<file path="src/rtl/multififo_reader_pkg.sv">
// Shared types and width helpers for the multififo_reader drain engine.
// The build option MULTIFIFO_READER_REFILL_EN is consumed in multififo_reader.sv.
package multififo_reader_pkg;

  typedef enum logic {
    LOAD  = 1'b0,
    DRAIN = 1'b1
  } multififo_reader_state_t;

  // Staged-entry count needs to represent PORT_NUM itself.
  function automatic int cnt_width(input int port_num);
    return $clog2(port_num) + 1;
  endfunction

  function automatic int idx_width(input int port_num);
    return (port_num > 1) ? $clog2(port_num) : 1;
  endfunction

endpackage

</file>
<file path="src/rtl/multififo_reader_prims.sv">
// Shared combinational primitives: count_one (optionally leading-run only) and
// expand_one (count to thermometer mask), used by multififo_reader.
module count_one #(
  parameter int WIDTH      = 2,
  parameter bit CONTINUOUS = 1'b1
) (
  input  logic [WIDTH-1:0]       data,
  output logic [$clog2(WIDTH):0] count
);

  logic run_s;

  always_comb begin
    count = '0;
    run_s = 1'b1;
    for (int i = 0; i < WIDTH; i++) begin
      if (data[i] && (run_s || !CONTINUOUS)) begin
        count = count + 1'b1;
      end else begin
        run_s = 1'b0;
      end
    end
  end

endmodule

module expand_one #(
  parameter int WIDTH = 2
) (
  input  logic [$clog2(WIDTH):0] count,
  output logic [WIDTH-1:0]       mask
);

  always_comb begin
    mask = '0;
    for (int i = 0; i < WIDTH; i++) begin
      mask[i] = (int'(count) > i);
    end
  end

endmodule

</file>
<file path="src/rtl/multififo_reader.sv">
// Pops a batch of up to PORT_NUM FIFO entries and streams them out one per cycle.
// Define MULTIFIFO_READER_REFILL_EN to reload on the last acceptance (no bubble).
module multififo_reader
  import multififo_reader_pkg::*;
#(
  parameter int PORT_NUM = 2,
  parameter int WIDTH    = 32
) (
  input  logic                clk,
  input  logic                rst_n,
  input  logic                flush,
  input  logic [WIDTH-1:0]    fifo_data [0:PORT_NUM-1],
  input  logic [PORT_NUM-1:0] fifo_data_valid,
  input  logic                fifo_empty,
  output logic [PORT_NUM-1:0] fifo_pop_valid,
  output logic                fifo_pop,
  output logic [WIDTH-1:0]    out_data,
  output logic                out_valid,
  input  logic                out_ready
);

  localparam int CNT_W = cnt_width(PORT_NUM);
  localparam int IDX_W = idx_width(PORT_NUM);

  multififo_reader_state_t state_q, state_d;
  logic [CNT_W-1:0]    count_q, count_d;
  logic [IDX_W-1:0]    idx_q, idx_d;
  logic [WIDTH-1:0]    stage_q [0:PORT_NUM-1];
  logic [WIDTH-1:0]    stage_d [0:PORT_NUM-1];
  logic                out_valid_q, out_valid_d;
  logic [WIDTH-1:0]    out_data_q, out_data_d;

  logic [CNT_W-1:0]    n_s;
  logic [PORT_NUM-1:0] mask_s;
  logic                load_s;
  logic                can_load_s;
  logic                last_s;

  count_one #(.WIDTH(PORT_NUM), .CONTINUOUS(1'b1)) u_count (
    .data  (fifo_data_valid),
    .count (n_s)
  );

  expand_one #(.WIDTH(PORT_NUM)) u_expand (
    .count (n_s),
    .mask  (mask_s)
  );

  // An empty leading run would stage nothing, so it is not treated as a load.
  assign can_load_s = !fifo_empty && (n_s != '0);
  assign last_s     = (CNT_W'(idx_q) == (count_q - CNT_W'(1)));

  always_comb begin
    state_d = state_q;
    count_d = count_q;
    idx_d   = idx_q;
    stage_d = stage_q;
    load_s  = 1'b0;
    case (state_q)
      LOAD: begin
        if (can_load_s) begin
          load_s  = 1'b1;
          state_d = DRAIN;
        end else begin
          state_d = LOAD;
        end
      end
      DRAIN: begin
        if (out_ready && last_s) begin
`ifdef MULTIFIFO_READER_REFILL_EN
          if (can_load_s) begin
            load_s = 1'b1;
          end else begin
            state_d = LOAD;
          end
`else
          state_d = LOAD;
`endif
        end else if (out_ready) begin
          idx_d = idx_q + 1'b1;
        end else begin
          idx_d = idx_q;
        end
      end
      default: state_d = LOAD;
    endcase

    if (load_s) begin
      for (int k = 0; k < PORT_NUM; k++) begin
        if (mask_s[k]) begin
          stage_d[k] = fifo_data[k];
        end
      end
      count_d = n_s;
      idx_d   = '0;
    end

    // Flush overrides any load, acceptance or refill decided above.
    if (flush) begin
      load_s  = 1'b0;
      state_d = LOAD;
      count_d = '0;
      idx_d   = '0;
    end

    out_valid_d = (state_d == DRAIN);
    out_data_d  = stage_d[idx_d];
  end

  assign fifo_pop       = load_s && rst_n;
  assign fifo_pop_valid = (load_s && rst_n) ? mask_s : '0;
  assign out_valid      = out_valid_q;
  assign out_data       = out_data_q;

  always_ff @(posedge clk or negedge rst_n) begin
    if (!rst_n) begin
      state_q     <= LOAD;
      count_q     <= '0;
      idx_q       <= '0;
      out_valid_q <= 1'b0;
      out_data_q  <= '0;
      for (int k = 0; k < PORT_NUM; k++) begin
        stage_q[k] <= '0;
      end
    end else begin
      state_q     <= state_d;
      count_q     <= count_d;
      idx_q       <= idx_d;
      out_valid_q <= out_valid_d;
      out_data_q  <= out_data_d;
      stage_q     <= stage_d;
    end
  end

endmodule

</file>
<file path="config.mk">
export PLATFORM = sky130hd
export DESIGN_NAME = multififo_reader
export DESIGN_NICKNAME = d
export VERILOG_FILES = /design/src/rtl/multififo_reader_pkg.sv /design/src/rtl/multififo_reader_prims.sv /design/src/rtl/multififo_reader.sv
export SDC_FILE = /design/constraint.sdc
export NUM_CORES = 1
export LEC_CHECK = 0
export ABC_CLOCK_PERIOD_IN_PS = 1500
export BUFFER_PORTS_ARGS = -buffer_cell sky130_fd_sc_hd__clkbuf_2
export CORE_MARGIN = 5
export CORE_UTILIZATION = 45
export CTS_BUF_LIST = sky130_fd_sc_hd__clkbuf_2 sky130_fd_sc_hd__clkbuf_4 sky130_fd_sc_hd__clkbuf_8
export CTS_CLUSTER_DIAMETER = 120
export DETAILED_ROUTE_END_ITERATION = 10
export PLACE_DENSITY = 0.71
export SYNTH_ARGS = -nofsm -noshare
export SYNTH_HDL_FRONTEND = slang
export SYNTH_SLANG_ARGS = --single-unit
</file>
<file path="constraint.sdc">
create_clock -name clk -period 1.5 [get_ports clk]
set_clock_uncertainty 0.05 [all_clocks]
set_input_delay 0.3 -clock clk [delete_from_list [all_inputs] [get_ports clk]]
set_output_delay 0.3 -clock clk [all_outputs]
set_load 0.02 [all_outputs]
</file>
### After elaboration in Yosys (flattened, before gate mapping)

Index checks and enable logic that the tools add are counted.

| cells by class | value |
|---|---|
| $add $sub $neg | 3 |
| magnitude comparators | 3 |
| equality and inequality tests | 1 |
| mux-type cells | 23 |
| bitwise operators | 2 |
| reductions and logical operators | 7 |

Operator list:

| cell | count |
|---|---|
| 32-bit 2-to-1 mux | 5 |
| 64-bit 2-to-1 mux | 1 |
| 1-bit 2-to-1 mux | 12 |
| 2-bit 2-to-1 mux | 4 |
| 2-bit by 1-bit greater-than comparator with 1-bit output (second input constant) | 2 |
| 1-bit logical AND | 4 |
| 2-bit nonzero test | 2 |
| 2-bit by 1-bit adder with 2-bit output (second input constant) | 1 |
| 1-bit by 2-bit == test with 1-bit output | 1 |
| 2-bit >= comparator (second input constant) | 1 |
| 1-bit inverter with 2-bit output | 1 |
| 1-bit case mux with 2 select lines | 1 |
| 2-bit by 1-bit subtractor with 2-bit output (second input constant) | 1 |
| 1-bit adder (second input constant) | 1 |
| 1-bit logical NOT | 1 |
| 1-bit inverter | 1 |

| storage, ports and cells | value |
|---|---|
| flip-flop bits (word level) | 100 |
| input port bits | 71 |
| output and inout bits | 36 |
| word-level logic and storage cells | 45 |

### Logic depth before layout (Yosys ltp)

Gate-level depths: netlist of the first run.

| logic depth | value |
|---|---|
| depth in word-level cells | 13 |
| mapped depth | 6 |
| mapped depth without buffers | 4 |

### Hierarchy

Synthesis of the first run repeated with hierarchy kept, for this count alone.

| unflattened totals | value |
|---|---|
| cells, all modules | 233 |
| area total of the unflattened synthesis | 4048.9 um2 |

By module, submodules not included:

| module | instances | cells each | area each (um2) | seq. area each (um2) |
|---|---|---|---|---|
| multififo_reader | 1 | 229 | 4022.6 | 2502.4 |
| count_one | 1 | 2 | 16.3 | 0.0 |
| expand_one | 1 | 2 | 10.0 | 0.0 |

### Worst setup path before layout of the first run

OpenSTA, ideal clock, no wires.

| timing path | value |
|---|---|
| path kind | reg-to-output |
| start | reg, netlist name out_valid |
| end | out fifo_pop_valid[0] |
| data arrival time | 1.756 ns |
| data required time | 1.150 ns |
| path slack | -0.606 ns |
| stages on the path, launching flop included | 5 |
| path buffers | 2 |
| cell sequence | dfrtp_1 > or3b_1 > clkbuf_1 > buf_2 > nor3b_1 |

RTL lines:

| item | RTL line | text |
|---|---|---|
| to (decl) | multififo_reader.sv:15 | `output logic [PORT_NUM-1:0] fifo_pop_valid,` |

==> reports/results.ini, run 1 <==
[run_status]
status=finished with violations
violations=setup timing

[logic_synthesis]
ys_seq_area_share_pct=60.0
synth_area_um2=4170
syn_area_per_cell_um2=10.1
ys_types=24
synth_compound_area_share_pct=13.7
synthCells=411
synth_xor_area_share_pct=0
synth-simple-area-share_pct=14.2
synth_top_family_by_area=simple AND/OR/NAND/NOR gates
syn_nets=482
yosys_register_bits=100
synth_warnings=0
synth-adder-area-share_pct=0
muxShareOfSynthArea_pct=8.64

[placement]
dp.cells=624
dp_hpwl_um=7070
gp_congestion=0.789
portBuffers=106

[timing]
fin_tns_setup_ns=-15.10
slew_headroom_pct=65.3
rsz0062_at_grt=yes
max_freq_mhz=472
timing.hold.ws_ns=0.0730
setup_viol=91
worst_pin_slew_ns=0.520
finalCriticalPeriod_ns=2.12
hold_viol=0
slew_violations=0
finalCritPeriodShare_pct=141
timing.final.ws_setup_ns=-0.617

[setup_path]
critPathCaptureType=output port
path_max_fanout=4
required_ns=1.15
cp_slowest_cell=or3b_4
critPathMaxStageDelay_ns=0.44
cp_cell_sequence=or3b_4 -> nor3b_4 -> and2_4 -> buf_8
worstPathArrival_ns=1.77
crit_buf_inv=1
crit_family=simple AND/OR/NAND/NOR gates
critPathKind=reg -> out
worstSetupStartpointType=register

[drt]
antenna_left=0
post_drt_wl_per_cell_um=20.2
dr_wl_met3_um=1010
top_layer_used=met4
met2_wirelength_um=6710
drt-met1-wl_um=5730
vias=3863
vias_per_cell=5.62
drt_iter0_drc=288
drt-total-wl_um=13900
drt_pass1_iterations=5
drc=0

[die]
start_util_pct=45.6
design.core.area_um2=9150
die_area_um2=11300
die_w_um=106
rows=35
dieHeight_um=106
ios=107

[clock_network]
cts_buffers=9
cts.sinks=100
clk_latency_ns=0.37
clk_path_buf_depth=2
htree_levels=3
clkTransAtPathRegs_ns=0.11
clock-root-buffer=clkbuf_8
tritoncts=done

[power_and_ir_drop]
leakage_uw=0.00306
powerDensity_nw_per_um2=1110
sw_frac_of_total_pct=31.7
vdd_drop_max_mv=0.708
p_int_uw=4720
p_sw_uw=2190
comb_power_share_pct=25.9
seq_power_share_pct=49.9
clkPwrFrac_pct=24.2

[global_route]
antenna_found_initial=0
grt_pass1_wl_um=21400
grt_use_total_pct=24.6
grt_overflow_total=0
grt_max_degree=97
grt_pass1_vias=4084

[flow_run]
maxCapViolations=0

[final_layout]
diodes=0
final-instance-count-excl-fill=687
final_nets=642
syn_to_final_growth_pct=49.4
fin_util_pct=68.1
layout-drive-gt1-share_pct=41.5

[hold_path]
min_path_type=in -> reg

## repair_timing
action	4_1_cts	5_1_grt
cloned	18	0
setup buffers	22	7
pin swaps	30	13
hold endpoints to repair	4	0
hold buffers	2	0
setup endpoints to repair	95	104
resized for setup	59	7
## registers in the layout, indices dropped and copies added (netlist names)
register and count:
out_valid 1, count_q 2, idx_q 1, stage_q 64, out_data 32
## cell families after synthesis
kind of cell           Yosys count
AND/OR/NAND/NOR                145
flip-flops                     100
AO/OA/AOI/OAI                  103
multiplexers                    32
buffers and inverters           31
## worst register-to-register path: cells and delay by family, from the launching register on
kind | cells | cell delay, ns
DFF | 1 | 0.42
and+or+nand+nor | 2 | 0.48
buffers and inverters | 3 | 0.42
muxes | 1 | 0.31
## power by group through the flow
| stage | combinational (µW) | sequential, µW | clock [µW] |
|---|---|---|---|
| 2_1_floorplan | 720 | 3620 | 0 |
| 3_3_place_gp | 1380 | 3460 | 0 |
| 3_5_place_dp | 1420 | 3470 | 0 |
| 4_1_cts | 1740 | 3430 | 1680 |
| 5_1_grt | 1910 | 3500 | 1820 |
| 6_report | 1790 | 3450 | 1680 |
## cell usage in the layout (no fill, tap or decap)
cell type,n
nand2b_1,1
or2_4,1
buf_16,16
clkinv_4,3
nor2_1,36
buf_12,14
and2_4,2
clkinv_2,1
nand2_1,96
and3b_1,1
a31oi_1,32
nor2b_2,1
mux2_4,32
clkbuf_2,101
o21ai_1,31
dfrtp_1,99
nor3b_4,3
buf_6,15
nor2_4,2
dlygate4sd3_1,2
inv_8,1
clkinvlp_4,1
o21ai_0,2
a21oi_4,1
o2111ai_4,1
o2111a_2,1
inv_6,1
or3b_4,1
buf_8,4
buf_4,26
a21oi_1,35
dfrtp_2,1
nor3_1,1
clkbuf_8,10
nor3b_1,1
## path summary, 6_finish.rpt
path                                from                 to  slack (ns)  cells past startpoint
setup / recovery               out_valid  fifo_pop_valid[1]       -0.62                      4
hold / removal             fifo_data[57]        stage_q[57]        0.07                      3
setup reg to reg               out_valid         stage_q[3]       -0.29                      6
hold reg to reg              stage_q[50]        stage_q[50]        0.44                      2
max in group asynchronous          rst_n        stage_q[45]        0.44                      3
min in group asynchronous          rst_n         count_q[1]        0.26                      2
## Yosys cell counts
| cell | number | area [µm²] |
|---|---|---|
| clkbuf_1 | 12 | 45.0 |
| nor3b_1 | 2 | 15.0 |
| nor3b_2 | 2 | 25.0 |
| buf_4 | 3 | 22.5 |
| o2111ai_2 | 1 | 15.0 |
| nor2_1 | 37 | 139 |
| nand2_1 | 96 | 360 |
| a21oi_1 | 36 | 180 |
| nor2b_1 | 1 | 6.26 |
| a31oi_1 | 32 | 200 |
| buf_1 | 3 | 11.3 |
| and3b_1 | 1 | 8.76 |
| o2111a_1 | 1 | 11.3 |
| o21ai_1 | 29 | 145 |
| or2_1 | 1 | 6.26 |
| nor3_1 | 1 | 5.00 |
| o21ai_0 | 4 | 20.0 |
| nand2b_1 | 1 | 6.26 |
| dfrtp_1 | 100 | 2500 |
| or3b_1 | 1 | 8.76 |
| and2_1 | 2 | 12.5 |
| mux2_1 | 29 | 327 |
| buf_2 | 13 | 65.1 |
| mux2_2 | 3 | 33.8 |
## per-layer routing
metal,global-route usage (%),vias up
met3,6.92,35
met1,31.3,1920
met4,8.88,0
met2,40.2,188
met5,0,-
li1,-,1720
## stage by stage
step | power [µW] | setup slack (ns) | area (µm²)
global route | 7230 | -0.661 | 6230
floorplan | 4340 | -0.373 | 4350
CTS | 6840 | -0.585 | 6170
global placement | 4840 | -0.329 | 5130
finish | 6920 | -0.617 | 6230
detailed placement | 4900 | -0.337 | 5130
## area by class of cell
cell class / count / area (µm²)
multi-input cells: 281 / 1720
clock buffers: 9 / 124
flip-flops and latches: 100 / 2500
fillers: 643 / 2920
repair buffers: 179 / 1680
clock inverters: 7 / 58.8
well taps: 111 / 139
Note: power is estimated with default switching activity, not from simulation.
==> run 2: changes to the inputs <==
--- a/config.mk
+++ b/config.mk
@@ -5,14 +5,15 @@
 export SDC_FILE = /design/constraint.sdc
 export NUM_CORES = 1
 export LEC_CHECK = 0
+export ABC_AREA = 1
 export ABC_CLOCK_PERIOD_IN_PS = 1500
-export BUFFER_PORTS_ARGS = -buffer_cell sky130_fd_sc_hd__clkbuf_2
 export CORE_MARGIN = 5
 export CORE_UTILIZATION = 45
 export CTS_BUF_LIST = sky130_fd_sc_hd__clkbuf_2 sky130_fd_sc_hd__clkbuf_4 sky130_fd_sc_hd__clkbuf_8
 export CTS_CLUSTER_DIAMETER = 120
 export DETAILED_ROUTE_END_ITERATION = 10
-export PLACE_DENSITY = 0.71
+export DONT_BUFFER_PORTS = 1
+export PLACE_DENSITY = 0.61
 export SYNTH_ARGS = -nofsm -noshare
 export SYNTH_HDL_FRONTEND = slang
 export SYNTH_SLANG_ARGS = --single-unit
==> run 2 against run 1 <==
  * The run ends with hold timing, setup timing left
  * Non-clock buffer count shrank 146
  * Register-to-register slack gained 0.23 ns
  * Area after synthesis grew 5.3%
  * Final area shrank 20%
  * Critical path depth shrank 1
  * Setup slack gained 0.51 ns
  * Global-route usage shrank 5.9 points
  * Power shrank 3.6%
  * Count of clock-buffer cells in the layout grew 4
  * Sequential power grew 5%
  * First-iteration DRC count shrank 54%
==> reports/results.ini, run 2 <==
[timing]
max_freq_mhz=623  ; +32%
finalCriticalPeriod_ns=1.61  ; -0.512 ns
timing.hold.ws_ns=-0.423  ; -0.496 ns
rsz0062_at_grt=yes
worst_pin_slew_ns=0.239  ; -0.282 ns
hold_viol=100  ; +100
setup_viol=14  ; -85%
finalCritPeriodShare_pct=107  ; -34 points
slew_headroom_pct=84.1  ; +19 points
timing.final.ws_setup_ns=-0.106  ; +0.512 ns
fin_tns_setup_ns=-0.886  ; +14.21 ns
slew_violations=0  ; unchanged

[setup_path]
worst_path_most_repeated_cell=nor2_4
critPathKind=reg -> out
critPathCaptureType=output port
worstSetupStartpointType=register
cp_cell_sequence=nor2_4 -> nand4_1 -> nor2_4
crit_buf_inv=0  ; -1
required_ns=1.15  ; about the same
critPathMaxStageDelay_ns=0.43  ; about the same
cp_slowest_cell=dfrtp_2
worstPathArrival_ns=1.26  ; -0.51 ns
path_max_fanout=3  ; -1
crit_family=simple AND/OR/NAND/NOR gates

[die]
rows=36  ; +2.9%
dieHeight_um=109  ; +2.4%
die_area_um2=11800  ; +4.8%
start_util_pct=45.6  ; about the same
ios=107  ; unchanged
design.core.area_um2=9640  ; +5.3%
die_w_um=109  ; +2.4%

[logic_synthesis]
yosys_register_bits=100  ; unchanged
synth_most_common_cell=nand2_1
ys_types=15  ; -38%
synthCells=552  ; +34%
synth-edff-count=0  ; unchanged
syn_area_per_cell_um2=7.96  ; -22%
synth_warnings=0  ; unchanged
synth_area_um2=4390  ; +5.3%
yosys-top-cells-count=nand2_1, dfrtp_1, nand3_1, buf_2, buf_4
synth_top_area_share_pct=57.0  ; -3.0 points
synth.largest_area_cell=dfrtp_1
syn_nets=623  ; +29%
async_flop_share_pct=100  ; unchanged
synth_area_leaders=dfrtp_1, nand2_1, nand3_1
ys_seq_area_share_pct=57.0  ; -3.0 points
synthFlopType=dfrtp_1

[power_and_ir_drop]
powerDensity_nw_per_um2=1330  ; +20%
finalPower_uw=6670  ; -3.6%
comb_power_share_pct=16.0  ; -9.9 points
seq_power_share_pct=54.5  ; +4.6 points
clkPwrFrac_pct=29.5  ; +5.3 points
sw_frac_of_total_pct=29.5  ; -2.3 points
leakage_uw=0.00277  ; -9.5%
p_int_uw=4710  ; -0.35%
vdd_drop_max_mv=0.614  ; -13%
p_sw_uw=1960  ; -10%

[flow_run]
maxCapViolations=0  ; unchanged

[drt]
drt_iter0_drc=132  ; -54%
drt-total-wl_um=10800  ; -22%
drt_pass1_iterations=4  ; -1
vias_per_cell=4.91  ; -13%
drc=0  ; unchanged
post_drt_wl_per_cell_um=15.4  ; -24%
antenna_left=0  ; unchanged
vias=3445  ; -11%

[global_route]
use_met1_pct=23.8  ; -7.5 points
gr-usage-met3_pct=6.34  ; -0.59 points
grt_use_total_pct=18.7  ; -5.9 points
grt_pass1_vias=3422  ; -16%
grt_max_degree=102  ; +5.2%
top_usage_layer=met2
grt_overflow_total=0  ; unchanged
antenna_found_initial=1  ; +1
grt_pass1_wl_um=17000  ; -21%
met2_usage_pct=29.9  ; -10 points

[clock_network]
cts.sinks=100  ; unchanged
clkTransAtPathRegs_ns=0.09  ; -0.02 ns
tritoncts=done
htree_levels=3  ; unchanged
cts_buffers=9  ; unchanged
clock-root-buffer=clkbuf_8
clk_latency_ns=0.36  ; about the same
clk_path_buf_depth=2  ; unchanged

[final_layout]
largest_reg_flops=64  ; unchanged
fin_util_pct=52.0  ; -16 points
layout-drive-gt1-share_pct=9.88  ; -32 points
multiInputGateArea_um2=1700  ; -1.3%
final_nets=633  ; -1.4%
final_cell_mix=nand2_1, dfrtp_1, nand3_1, buf_4, clkbuf_8
top_register=stage_q
register_area_um2=2500  ; unchanged
syn_to_final_growth_pct=14.1
layout_commonest_cell=nand2_1
fillCellCount=922  ; +43%

[run_status]
violations=hold timing, setup timing
status=finished with violations

[placement]
dp_hpwl_um=6590  ; -6.8%
place_ws_ns=-0.000782  ; +0.336 ns
gp_congestion=0.769  ; -2.6%
portBuffers=0  ; -100%

[hold_path]
min_path_type=in -> async

==> run 2: cell types whose count changed after synthesis, moves of 5 or more <==
| cell | previous run | this run |
|---|---|---|
| a21oi_1 | 36 | 2 |
| a31oi_1 | 32 | 0 |
| buf_2 | 13 | 18 |
| buf_4 | 3 | 15 |
| clkbuf_1 | 12 | 0 |
| inv_1 | 0 | 7 |
| mux2_1 | 29 | 0 |
| nand2_1 | 96 | 330 |
| nand3_1 | 0 | 65 |
| nor2_1 | 37 | 4 |
| o21ai_1 | 29 | 1 |
==> run 2: what timing repair did <==
action / 4_1_cts / 5_1_grt
gates cloned: 1 / 1
buffers inserted: 6 / 2
pin swaps: 4 / 5
endpoints found under the setup margin: 12 / 39
resized for setup: 8 / 12
hold buffers: 7 / 1
endpoints found under the hold margin: 107 / 101
==> run 2: power groups by stage <==
stage          clock, µW  combinational [µW]  sequential [µW]
2_1_floorplan          0                 818             3630
3_3_place_gp           0                 963             3680
3_5_place_dp           0                 994             3690
4_1_cts             2030                1050             3640
5_1_grt             2130                1240             3690
6_report            1970                1070             3630
==> run 2: path summary, 6_finish.rpt <==
kind	depth (start not counted)	startpoint	slack, ns	to
setup / recovery	3	out_valid	-0.11	fifo_pop_valid[1]
hold / removal	0	rst_n	-0.42	stage_q[36]
setup reg to reg	9	out_valid	-0.06	out_data[5]
hold reg to reg	2	stage_q[50]	0.43	stage_q[50]
max in group asynchronous	0	rst_n	1.70	stage_q[47]
min in group clk	2	fifo_data[32]	0.02	stage_q[32]
==> run 2: kinds of logic (layout without fill, tap and decap cells) <==
family | after synthesis | in the layout | share of synthesized area, %
AOI/OAI and AO/OA | 6 | 6 | 0.684
buffers and inverters | 42 | 57 | 5.56
DFF | 100 | 100 | 57.0
other | 0 | 1 | 0
and+or+nand+nor | 404 | 404 | 36.8
==> run 2: area by class of cell <==
type	count	area share [%]
flip-flops and latches	100	50.0
multi-input cells	410	33.9
repair buffers	33	7.39
clock buffers	13	3.32
well taps	133	3.32
clock inverters	3	1.37
inverters	8	0.649
diodes	1	0.0499
==> run 2: stage by stage <==
| stage | instances | cell area [µm²] | hold WS, ns |
|---|---|---|---|
| after floorplan | 552 | 4410 | -0.0456 |
| after global placement | 668 | 4520 | -0.0399 |
| after detailed placement | 668 | 4520 | -0.0410 |
| after CTS | 698 | 4930 | -0.448 |
| after global routing | 701 | 5010 | -0.461 |
| final | 701 | 5010 | -0.423 |
==> run 2: metal layers <==
metal | share of wire (%) | up-vias
met5 | 0 | -
met2 | 46 | 90
met3 | 7.5 | 13
li1 | - | 1723
met1 | 45 | 1619
met4 | 1.4 | 0
==> run 3: changes to the inputs <==
--- a/config.mk
+++ b/config.mk
@@ -6,14 +6,13 @@
 export NUM_CORES = 1
 export LEC_CHECK = 0
 export ABC_AREA = 1
-export ABC_CLOCK_PERIOD_IN_PS = 1500
 export CORE_MARGIN = 5
 export CORE_UTILIZATION = 45
 export CTS_BUF_LIST = sky130_fd_sc_hd__clkbuf_2 sky130_fd_sc_hd__clkbuf_4 sky130_fd_sc_hd__clkbuf_8
 export CTS_CLUSTER_DIAMETER = 120
 export DETAILED_ROUTE_END_ITERATION = 10
 export DONT_BUFFER_PORTS = 1
-export PLACE_DENSITY = 0.61
+export PLACE_DENSITY = 0.65
 export SYNTH_ARGS = -nofsm -noshare
 export SYNTH_HDL_FRONTEND = slang
 export SYNTH_SLANG_ARGS = --single-unit
==> run 3 against run 2 <==
  * The flow still finishes with violations (hold timing, setup timing)
  * Worst hold slack lost 0.0019 ns
  * Final area grew 0.30%
  * Critical path depth grew 1
  * Maximum frequency grew 0.61%
  * Clock power shrank 11%
  * First-iteration DRC count grew 100%
  * Core utilization grew 0.16 points
  * Combinational power grew 5%
  * Sequential share of layout area shrank 0.15 points
  * Critical path type unchanged
  * Largest cell class unchanged
  * Largest power group unchanged
  * Highest routed layer unchanged
==> reports/results.ini, run 3 (synthesized netlist as in run 2, its figures left out) <==
[drt]
post_drt_wl_per_cell_um=17.0  ; +10%
drt_pass1_iterations=4  ; unchanged
vias_per_cell=5.08  ; +3.3%
drt-total-wl_um=11800  ; +8.9%
vias=3514  ; +2.0%
drt_iter0_drc=266  ; +100%
drc=0  ; unchanged
antenna_left=0  ; unchanged

[timing]
fin_tns_setup_ns=-2.08  ; -1.19 ns
rsz0062_at_grt=yes
worst_pin_slew_ns=0.246  ; +0.00770 ns
setup_viol=38  ; +24
timing.hold.ws_ns=-0.425  ; -0.00189 ns
max_freq_mhz=627  ; +0.61%
hold_viol=100  ; unchanged
timing.final.ws_setup_ns=-0.0959  ; +0.00970 ns
slew_headroom_pct=83.6  ; -0.48 points
slew_violations=0  ; unchanged
finalCriticalPeriod_ns=1.60  ; -0.00970 ns
finalCritPeriodShare_pct=106  ; -0.65 points

[run_status]
status=finished with violations
violations=hold timing, setup timing

[setup_path]
worstPathArrival_ns=1.25  ; about the same
path_max_fanout=4  ; +1
required_ns=1.15  ; about the same
worstSetupStartpointType=register
critPathKind=reg -> out
critPathCaptureType=output port

[final_layout]
largest_reg_flops=64  ; unchanged
final_cell_mix=nand2_1, dfrtp_1, nand3_1, nand2_2, buf_4
layout-drive-gt1-share_pct=11.8  ; +1.9 points
syn_to_final_growth_pct=14.5
diodes=0  ; -1
fillCellCount=930  ; +0.87%
final-instance-count-excl-fill=692  ; -1.3%
final_nets=626  ; -1.1%
top_register=stage_q
layout_commonest_cell=nand2_1
fin_util_pct=52.2  ; +0.16 points

[die]
design.core.area_um2=9640  ; unchanged
start_util_pct=45.6  ; unchanged
die_area_um2=11800  ; unchanged
rows=36  ; unchanged
dieHeight_um=109  ; unchanged
die_w_um=109  ; unchanged
ios=107  ; unchanged

[global_route]
use_met1_pct=26.5  ; +2.7 points
grt_pass1_vias=3394  ; -0.82%
top_usage_layer=met2
grt_overflow_total=0  ; unchanged
met2_usage_pct=28.2  ; -1.7 points
gr-usage-met3_pct=5.80  ; -0.53 points
grt_use_total_pct=18.8  ; +0.062 points
grt_pass1_wl_um=17400  ; +2.1%
antenna_found_initial=0  ; -1
grt_max_degree=102  ; unchanged

[clock_network]
cts_buffers=9  ; unchanged
clk_latency_ns=0.36  ; about the same
cts.sinks=100  ; unchanged
clk_path_buf_depth=2  ; unchanged
clock-root-buffer=clkbuf_8
htree_levels=3  ; unchanged
clkTransAtPathRegs_ns=0.09  ; about the same
tritoncts=done

[placement]
portBuffers=0  ; unchanged
dp_hpwl_um=6730  ; +2.1%
dp.cells=664  ; -0.60%
gp_congestion=0.798  ; +3.8%

[power_and_ir_drop]
leakage_uw=0.00274  ; -1.4%
vdd_drop_max_mv=0.445  ; -27%
powerDensity_nw_per_um2=1290  ; -2.7%

[hold_path]
min_path_type=in -> async

[flow_run]
maxCapViolations=0  ; unchanged

==> run 3: routing by layer <==
layer / up-vias / routed length [µm]
met5: - / 0
met4: 0 / 112
met3: 11 / 855
met2: 110 / 5510
met1: 1677 / 5310
li1: 1716 / -
==> run 3: worst paths after layout <==
check,endpoint,cells past startpoint,slack (ns),startpoint
worst max-delay path,fifo_pop_valid[0],4,-0.1,out_valid
worst min register to register,stage_q[50],2,0.43,stage_q[50]
worst min-delay path,stage_q[10],0,-0.43,rst_n
min in group clk,stage_q[50],2,0.01,fifo_data[50]
worst max register to register,out_data[0],9,-0.07,out_valid
max in group asynchronous,out_valid,0,1.60,rst_n
==> run 3: what timing repair did <==
action,in CTS,in global routing
hold endpoints to repair,100,101
gates cloned,0,7
setup endpoints to repair,3,36
resized for setup,6,26
pin swaps,6,5
setup buffers,5,1
==> run 3: layout make-up <==
type | count | area [µm²] | area share (%)
tap | 133 | 166 | 3.31
clock inverter | 6 | 73.8 | 1.47
clock buffer | 9 | 124 | 2.46
inverter | 8 | 35.0 | 0.697
timing repair buffer | 26 | 379 | 7.54
sequential | 100 | 2500 | 49.8
multi-input combinational | 410 | 1750 | 34.7
==> run 3: power by group <==
group	switching, µW	leakage [µW]	total, µW	internal, µW
clock network	969	0.0000938	1750	783
logic	681	0.00138	1120	439
registers	437	0.00127	3640	3200
total	2090	0.00274	6510	4420
==> run 3: through the flow <==
stage	setup slack [ns]	total power [µW]	instance area (µm²)	hold WS, ns
detailed placement	0.0859	4670	4500	-0.0407
global placement	0.118	4620	4500	-0.0415
floorplan	-0.0306	4440	4410	-0.0456
global route	-0.170	6910	5030	-0.459
finish	-0.0959	6510	5030	-0.425
CTS	-0.141	6430	4760	-0.439
==> run 3: worst max-delay path, stage by stage, from the launching register on <==
cell,delay (ns)
dfrtp_2,0.44
nor2_4,0.09
buf_4,0.13
nand2_4,0.07
nor2_4,0.15
